--- config.mk ---
export PLATFORM = sky130hd
export DESIGN_NAME = pixel_fetcher
export DESIGN_NICKNAME = d
export VERILOG_FILES = /design/src/rtl/pixel_fetcher.sv
export SDC_FILE = /design/constraint.sdc
export NUM_CORES = 1
export LEC_CHECK = 0
export ABC_AREA = 1
export CAP_MARGIN = 10
export CORE_MARGIN = 2
export CORE_UTILIZATION = 35
export DETAILED_ROUTE_END_ITERATION = 7
export PLACE_DENSITY = 0.57
export SYNTH_ARGS = -nofsm -noshare
export SYNTH_HDL_FRONTEND = slang
export SYNTH_SLANG_ARGS = --single-unit
--- constraint.sdc ---
create_clock -name buffer_clock -period 2.6 [get_ports buffer_clock]
set_input_delay 0.26 -clock buffer_clock [delete_from_list [all_inputs] [get_ports buffer_clock]]
set_output_delay 0.26 -clock buffer_clock [all_outputs]
set_load 0.02 [all_outputs]
--- src/rtl/pixel_fetcher.sv ---
// pixel_fetcher: fetches one video line of RGB444 words from pixel memory
// into a first-word-fall-through FIFO, with credit-based request throttling.
//
// Ports:
//   buffer_clock, reset         clock (rising edge), async active-high reset
//   frame_start, line_request   control pulses (rewind/abort, fetch a line)
//   mem_read, mem_address       memory request, held stable while stalled
//   mem_ready                   memory accepts the request this cycle
//   mem_valid, mem_data         in-order read responses (RGB444 in [11:0])
//   pixel_valid, pixel_data     FIFO head towards the line-buffer writer
//   pixel_ready                 downstream consumes the head pixel
//   busy, line_done             not idle; last response of a line received
//   underrun_count              only with PIXEL_FETCHER_UNDERRUN_EN defined
module pixel_fetcher #(
  parameter int LINE_PIXELS = 640,
  parameter int FIFO_DEPTH  = 16,
  parameter int ADDR_WIDTH  = 22
) (
  input  logic                  buffer_clock,
  input  logic                  reset,
  input  logic                  frame_start,
  input  logic                  line_request,
  output logic                  mem_read,
  output logic [ADDR_WIDTH-1:0] mem_address,
  input  logic                  mem_ready,
  input  logic                  mem_valid,
  input  logic [15:0]           mem_data,
  output logic                  pixel_valid,
  output logic [11:0]           pixel_data,
  input  logic                  pixel_ready,
  output logic                  busy,
  output logic                  line_done
`ifdef PIXEL_FETCHER_UNDERRUN_EN
  ,
  output logic [15:0]           underrun_count
`endif
);

  localparam int PW = $clog2(FIFO_DEPTH);
  localparam int CW = PW + 1;
  localparam int IW = $clog2(LINE_PIXELS + 1);

  typedef enum logic [1:0] {
    IDLE,
    FETCH,
    DRAIN,
    FLUSH
  } state_t;

  state_t state;
  state_t state_next;

  logic [IW-1:0] issued;
  logic [CW-1:0] outstanding;
  logic [CW-1:0] out_next;
  logic [CW-1:0] fifo_count;
  logic [CW:0]   credit_used;
  logic [PW-1:0] wr_ptr;
  logic [PW-1:0] rd_ptr;
  logic [11:0]   fifo_mem [FIFO_DEPTH];

  logic accept;
  logic resp;
  logic push;
  logic pop;
  logic last_issue;
  logic unused_hi;

  assign unused_hi = ^mem_data[15:12];

  // Requests in flight plus stored pixels never exceed the FIFO size,
  // so every response always has a free slot waiting for it.
  assign credit_used = {1'b0, outstanding} + {1'b0, fifo_count};

  assign mem_read = (state == FETCH)
                 && (issued < IW'(LINE_PIXELS))
                 && (credit_used < (CW+1)'(FIFO_DEPTH));

  assign accept     = mem_read && mem_ready;
  // A response with nothing tracked in flight is stale (e.g. across reset).
  assign resp       = mem_valid && (outstanding != '0);
  assign out_next   = outstanding + CW'(accept) - CW'(resp);
  assign last_issue = accept && (issued == IW'(LINE_PIXELS - 1));

  assign push = resp && (state != FLUSH) && !frame_start;
  assign pop  = pixel_valid && pixel_ready;

  assign pixel_valid = (fifo_count != '0);
  assign pixel_data  = pixel_valid ? fifo_mem[rd_ptr] : 12'h000;
  assign busy        = (state != IDLE);

  always_comb begin
    state_next = state;
    line_done  = 1'b0;
    case (state)
      IDLE: begin
        if (line_request) state_next = FETCH;
      end
      FETCH: begin
        if (frame_start)
          state_next = (out_next != '0) ? FLUSH : IDLE;
        else if (last_issue)
          state_next = DRAIN;
      end
      DRAIN: begin
        if (frame_start) begin
          state_next = (out_next != '0) ? FLUSH : IDLE;
        end else if (out_next == '0) begin
          state_next = IDLE;
          line_done  = 1'b1;
        end
      end
      FLUSH: begin
        if (out_next == '0) state_next = IDLE;
      end
      default: state_next = IDLE;
    endcase
  end

  always_ff @(posedge buffer_clock or posedge reset) begin
    if (reset) begin
      state       <= IDLE;
      issued      <= '0;
      outstanding <= '0;
      mem_address <= '0;
    end else begin
      state       <= state_next;
      outstanding <= out_next;
      if (state == IDLE && line_request)
        issued <= '0;
      else if (accept)
        issued <= issued + 1'b1;
      // Rewind wins over an accept in the same cycle.
      if (frame_start)
        mem_address <= '0;
      else if (accept)
        mem_address <= mem_address + 1'b1;
    end
  end

  always_ff @(posedge buffer_clock or posedge reset) begin
    if (reset) begin
      wr_ptr     <= '0;
      rd_ptr     <= '0;
      fifo_count <= '0;
    end else if (frame_start) begin
      wr_ptr     <= '0;
      rd_ptr     <= '0;
      fifo_count <= '0;
    end else begin
      if (push) wr_ptr <= wr_ptr + 1'b1;
      if (pop)  rd_ptr <= rd_ptr + 1'b1;
      fifo_count <= fifo_count + CW'(push) - CW'(pop);
    end
  end

  always_ff @(posedge buffer_clock) begin
    if (push) fifo_mem[wr_ptr] <= mem_data[11:0];
  end

`ifdef PIXEL_FETCHER_UNDERRUN_EN
  always_ff @(posedge buffer_clock or posedge reset) begin
    if (reset)
      underrun_count <= '0;
    else if (frame_start)
      underrun_count <= '0;
    else if (busy && pixel_ready && !pixel_valid
             && underrun_count != 16'hFFFF)
      underrun_count <= underrun_count + 16'd1;
  end
`endif

endmodule

==> flow_summary.html <==
<table>
<tr><th>Metric</th><th>Value</th></tr>
<tr><th colspan="2">Global route</th></tr>
<tr><td>Pin count of the biggest net entering global routing</td><td>66</td></tr>
<tr><td>Total congestion overflow</td><td>0</td></tr>
<tr><td>Total Routing Usage GR</td><td>16.99%</td></tr>
<tr><td>Vias in the first global route</td><td>8055</td></tr>
<tr><td>Number of antenna violations at the first check in global routing</td><td>0</td></tr>
<tr><td>GRT met2 Usage</td><td>27.79%</td></tr>
<tr><td>Most congested layer reported by global routing</td><td>met2</td></tr>
<tr><td>Met1 usage</td><td>23.82%</td></tr>
<tr><td>GR Util met3</td><td>2.740%</td></tr>
<tr><td>Wire length of the first global-routing pass</td><td>45000 µm</td></tr>
<tr><th colspan="2">Logic synthesis</th></tr>
<tr><td>Combinational family with the most area after synthesis</td><td>simple AND/OR/NAND/NOR gates</td></tr>
<tr><td>Synthesized flop and latch total</td><td>244</td></tr>
<tr><td>Synthesis Warnings</td><td>0</td></tr>
<tr><td>Biggest area contributors in the synthesized netlist</td><td>edfxtp_1 (51%), dfrtp_1 (12%), nor2_1 (7.6%)</td></tr>
<tr><td>Area fraction in compound gates after synthesis</td><td>8.536%</td></tr>
<tr><td>Post-synthesis simple-gate area fraction</td><td>19.20%</td></tr>
<tr><td>Synth Area in XOR/XNOR</td><td>1.638%</td></tr>
<tr><td>Synthesized cell area</td><td>11230 µm²</td></tr>
<tr><td>Post-synth cell types</td><td>36</td></tr>
<tr><td>Yosys top cell by area</td><td>edfxtp_1</td></tr>
<tr><td>Average cell area after synthesis</td><td>10.32 µm²</td></tr>
<tr><td>Net count of the mapped netlist</td><td>1136</td></tr>
<tr><td>Cell count after synthesis</td><td>1088</td></tr>
<tr><td>Adder-cell share of the synthesized area</td><td>2.920%</td></tr>
<tr><td>Proportion of netlist area held by the largest area contributor</td><td>51.35%</td></tr>
<tr><td>Sequential element share of the synthesized area</td><td>62.94%</td></tr>
<tr><td>Portion of netlist area occupied by mux cells</td><td>0%</td></tr>
<tr><th colspan="2">Power</th></tr>
<tr><td>Combinational share of power</td><td>32.7%</td></tr>
<tr><td>Sw Ratio</td><td>32.33%</td></tr>
<tr><td>Power share of the clock group</td><td>29.9%</td></tr>
<tr><td>Reported net switching power</td><td>3.905 mW</td></tr>
<tr><td>Pint</td><td>8.174 mW</td></tr>
<tr><td>P per Cell Area</td><td>868.4 nW/µm²</td></tr>
<tr><td>VDD IR-drop max</td><td>677.0 µV</td></tr>
<tr><td>Leakage</td><td>5.221 nW</td></tr>
<tr><td>Sequential share of power</td><td>37.4%</td></tr>
<tr><th colspan="2">Placement</th></tr>
<tr><td>Half-perimeter wire length after detailed placement</td><td>17570 µm</td></tr>
<tr><td>Input/output buffers</td><td>56</td></tr>
<tr><td>Final weighted congestion in routability-driven placement</td><td>0.8076</td></tr>
<tr><td>Number of placed instances, taps included</td><td>1578</td></tr>
<tr><th colspan="2">Layout</th></tr>
<tr><td>Leading cell type in the layout, fill and taps excluded</td><td>nor2_1</td></tr>
<tr><td>Post-Layout Cell Count</td><td>1649</td></tr>
<tr><td>Most frequent cells in the layout</td><td>nor2_1 (227), edfxtp_1 (192), nand2_1 (169)</td></tr>
<tr><td>Growth of design area from synthesis to finish</td><td>23.88%</td></tr>
<tr><td>Share of final-layout standard cells stronger than drive strength 1</td><td>18.12%</td></tr>
<tr><td>Number of antenna cells inserted</td><td>0</td></tr>
<tr><td>Layout fillers</td><td>2997</td></tr>
<tr><td>Net total in the final layout</td><td>1275</td></tr>
<tr><th colspan="2">Timing</th></tr>
<tr><td>Final-report hold violation count</td><td>0</td></tr>
<tr><td>RSZ-0062 raised after global routing</td><td>yes</td></tr>
<tr><td>Number of pins exceeding their max-slew limit in the final report</td><td>0</td></tr>
<tr><td>Worst setup slack after layout</td><td>-0.9678 ns</td></tr>
<tr><td>Final critical delay including setup and external delays</td><td>3.568 ns</td></tr>
<tr><td>Worst hold margin</td><td>0.1122 ns</td></tr>
<tr><td>Setup TNS Final</td><td>-2.134 ns</td></tr>
<tr><td>Slew headroom</td><td>52.26%</td></tr>
<tr><td>Skew final</td><td>0.007454 ns</td></tr>
<tr><td>Final setup vio count</td><td>3</td></tr>
<tr><td>Highest achievable clock rate</td><td>0.2803 GHz</td></tr>
<tr><td>Period utilisation layout</td><td>137.2%</td></tr>
<tr><td>Slew at the pin with the worst max-slew slack</td><td>0.7138 ns</td></tr>
<tr><th colspan="2">Critical path</th></tr>
<tr><td>Reg2reg end</td><td>state[0]</td></tr>
<tr><td>Classification of the worst setup path</td><td>register to primary output</td></tr>
<tr><td>Signal arrival time at the worst endpoint</td><td>3.31 ns</td></tr>
<tr><td>Maximum fanout encountered on the critical timing path</td><td>2</td></tr>
<tr><td>Slowest cell on crit path</td><td>fa_2</td></tr>
<tr><td>Crit path cell chain</td><td>ha_1 -&gt; nor2_1 -&gt; nand4_1 -&gt; nor2_4 -&gt; nand3_4 -&gt; ha_4 -&gt; inv_2 -&gt; ha_4 -&gt; fa_2 -&gt; xor2_2 -&gt; nor3_2 -&gt; nand3_2 -&gt; nor2_4 -&gt; buf_6</td></tr>
<tr><td>Origin of the critical flop-to-flop path</td><td>outstanding[4]</td></tr>
<tr><td>Depth of the worst register-to-register path</td><td>21</td></tr>
<tr><td>Nature of the critical path startpoint</td><td>register</td></tr>
<tr><td>Required @ worst endpoint</td><td>2.34 ns</td></tr>
<tr><td>R2R Setup Slk</td><td>-0.93 ns</td></tr>
<tr><td>Critical Path Sink Type</td><td>primary output</td></tr>
<tr><td>Largest stage delay on the critical path</td><td>0.39 ns</td></tr>
<tr><th colspan="2">Die</th></tr>
<tr><td>I/O pin count</td><td>61</td></tr>
<tr><td>Die area</td><td>33530 µm²</td></tr>
<tr><td>Width of the die</td><td>183.1 µm</td></tr>
<tr><td>Core outline area</td><td>31560 µm²</td></tr>
<tr><td>Die Span Y</td><td>183.1 µm</td></tr>
<tr><td>Standard-cell rows</td><td>65</td></tr>
<tr><td>Initial cell density of the core</td><td>35.58%</td></tr>
<tr><th colspan="2">Clocking</th></tr>
<tr><td>Num CTS Buffers</td><td>27</td></tr>
<tr><td>Cell at the root of the clock tree</td><td>clkbuf_16</td></tr>
<tr><td>Clock transition at the register clock pins on the worst setup and hold paths after CTS</td><td>0.06 ns</td></tr>
<tr><td>Worst-Skew Late Latency</td><td>0.54 ns</td></tr>
<tr><td>CTS tree</td><td>built</td></tr>
<tr><td>Maximum clock path buffer count</td><td>3</td></tr>
<tr><td># hold bufs at CTS</td><td>0</td></tr>
<tr><td>Clock Sinks</td><td>244</td></tr>
<tr><td>CTS H-tree lvls</td><td>1</td></tr>
<tr><th colspan="2">Drt</th></tr>
<tr><td>Final wirelength</td><td>28090 µm</td></tr>
<tr><td>Average wire per cell in the routed design</td><td>17.03 µm</td></tr>
<tr><td>DRT Pass-1 Iters</td><td>7</td></tr>
<tr><td>DR DRC count</td><td>0</td></tr>
<tr><td>Residual antenna-violating net count after detailed routing</td><td>0</td></tr>
<tr><td>Vias/cell</td><td>4.936</td></tr>
<tr><td>Via count</td><td>8139</td></tr>
<tr><td>Iter 0 DRT Violations</td><td>582</td></tr>
<tr><th colspan="2">Status</th></tr>
<tr><td>Run status</td><td>complete, but fails checks</td></tr>
<tr><td>Violations in the final reports</td><td>setup timing</td></tr>
<tr><th colspan="2">Worst hold path</th></tr>
<tr><td>Hold/Removal Path Class</td><td>primary input to async pin</td></tr>
<tr><th colspan="2">Run</th></tr>
<tr><td>Max-capacitance violation count</td><td>0</td></tr>
</table>
-- worst max-delay path: cells and delay by family (launching register included) --
kind,cells,cell delay [ns]
adders and majority gates,4,1.10
DFF,1,0.38
and+or+nand+nor,7,0.98
buffers and inverters,2,0.16
xor gates and xnor gates,1,0.17
-- Yosys cell counts, drive strengths merged --
cell type,count
clkinv,3
nor3,8
dfrtp,52
nor2,241
inv,61
nand2,183
nand4,7
xnor2,7
ha,23
o21a,1
nand3,74
o21ai,115
a31oi,1
clkbuf,17
edfxtp,192
fa,2
a21oi,19
xor2,14
o211ai,36
and2,2
buf,30
-- metal layers --
metal | vias up | wire, µm
met5 | - | 0
met4 | 0 | 635
met3 | 44 | 1478
met2 | 207 | 13240
met1 | 3882 | 12740
li1 | 4006 | -
-- worst max path at each step --
| stage | from | endpoint |
|---|---|---|
| floorplan | outstanding[4] | line_done |
| global placement | outstanding[1] | line_done |
| detailed placement | outstanding[1] | line_done |
| CTS | outstanding[4] | line_done |
| global route | outstanding[4] | line_done |
| finish | outstanding[4] | line_done |
-- state kept, by name (all words and copies together), names as in the netlist --
register and cells:
fifo_mem 192, state 2, wr_ptr 4, rd_ptr 4
issued 10, fifo_count 5, mem_address 22, outstanding 5
-- cells by family (layout without fill, tap and decap cells) --
logic type                 Yosys count  after routing
DFF                                244            244
and+or+nand+nor                    515            515
xor gates and xnor gates            21             21
AOI/OAI and AO/OA                  172            172
adders and majority gates           25             25
buffers and inverters              111            270
-- power by group through the flow --
stage | Clock, mW | Combinational, mW | Sequential [mW]
after floorplan | 0 | 2.04 | 4.58
after global placement | 0 | 3.32 | 4.58
after detailed placement | 0 | 3.38 | 4.59
after CTS | 3.70 | 3.61 | 4.51
after global routing | 3.84 | 4.36 | 4.55
final | 3.61 | 3.95 | 4.52
-- through the flow --
stage | power, mW | worst slack (ns) | utilization [%] | area, µm²
final | 12.08 | -0.9678 | 44.08 | 13910
after CTS | 11.82 | -0.9330 | 43.35 | 13680
after detailed placement | 7.967 | -0.9174 | 40.19 | 12680
after floorplan | 6.619 | -0.2299 | - | 11240
after global placement | 7.904 | -0.8658 | 40.19 | 12680
after global routing | 12.75 | -1.099 | 44.08 | 13910
-- layout make-up --
class	count	area, µm²	share of cell area [%]
clock inverter	14	128.9	0.9265
sequential	244	7069	50.82
multi-input combinational	733	3792	27.26
timing repair buffer	157	1459	10.49
clock buffer	35	705.7	5.073
tap	402	503.0	3.616
inverter	64	251.5	1.808
-- repair_timing --
action / in CTS / in global routing
gates cloned: 2 / 0
endpoints found under the hold margin: 0 / 0
gates resized for setup: 70 / 52
pin swaps: 6 / 19
setup endpoints to repair: 17 / 22
buffers inserted: 7 / 14
Power figures use the tool's default switching activity.
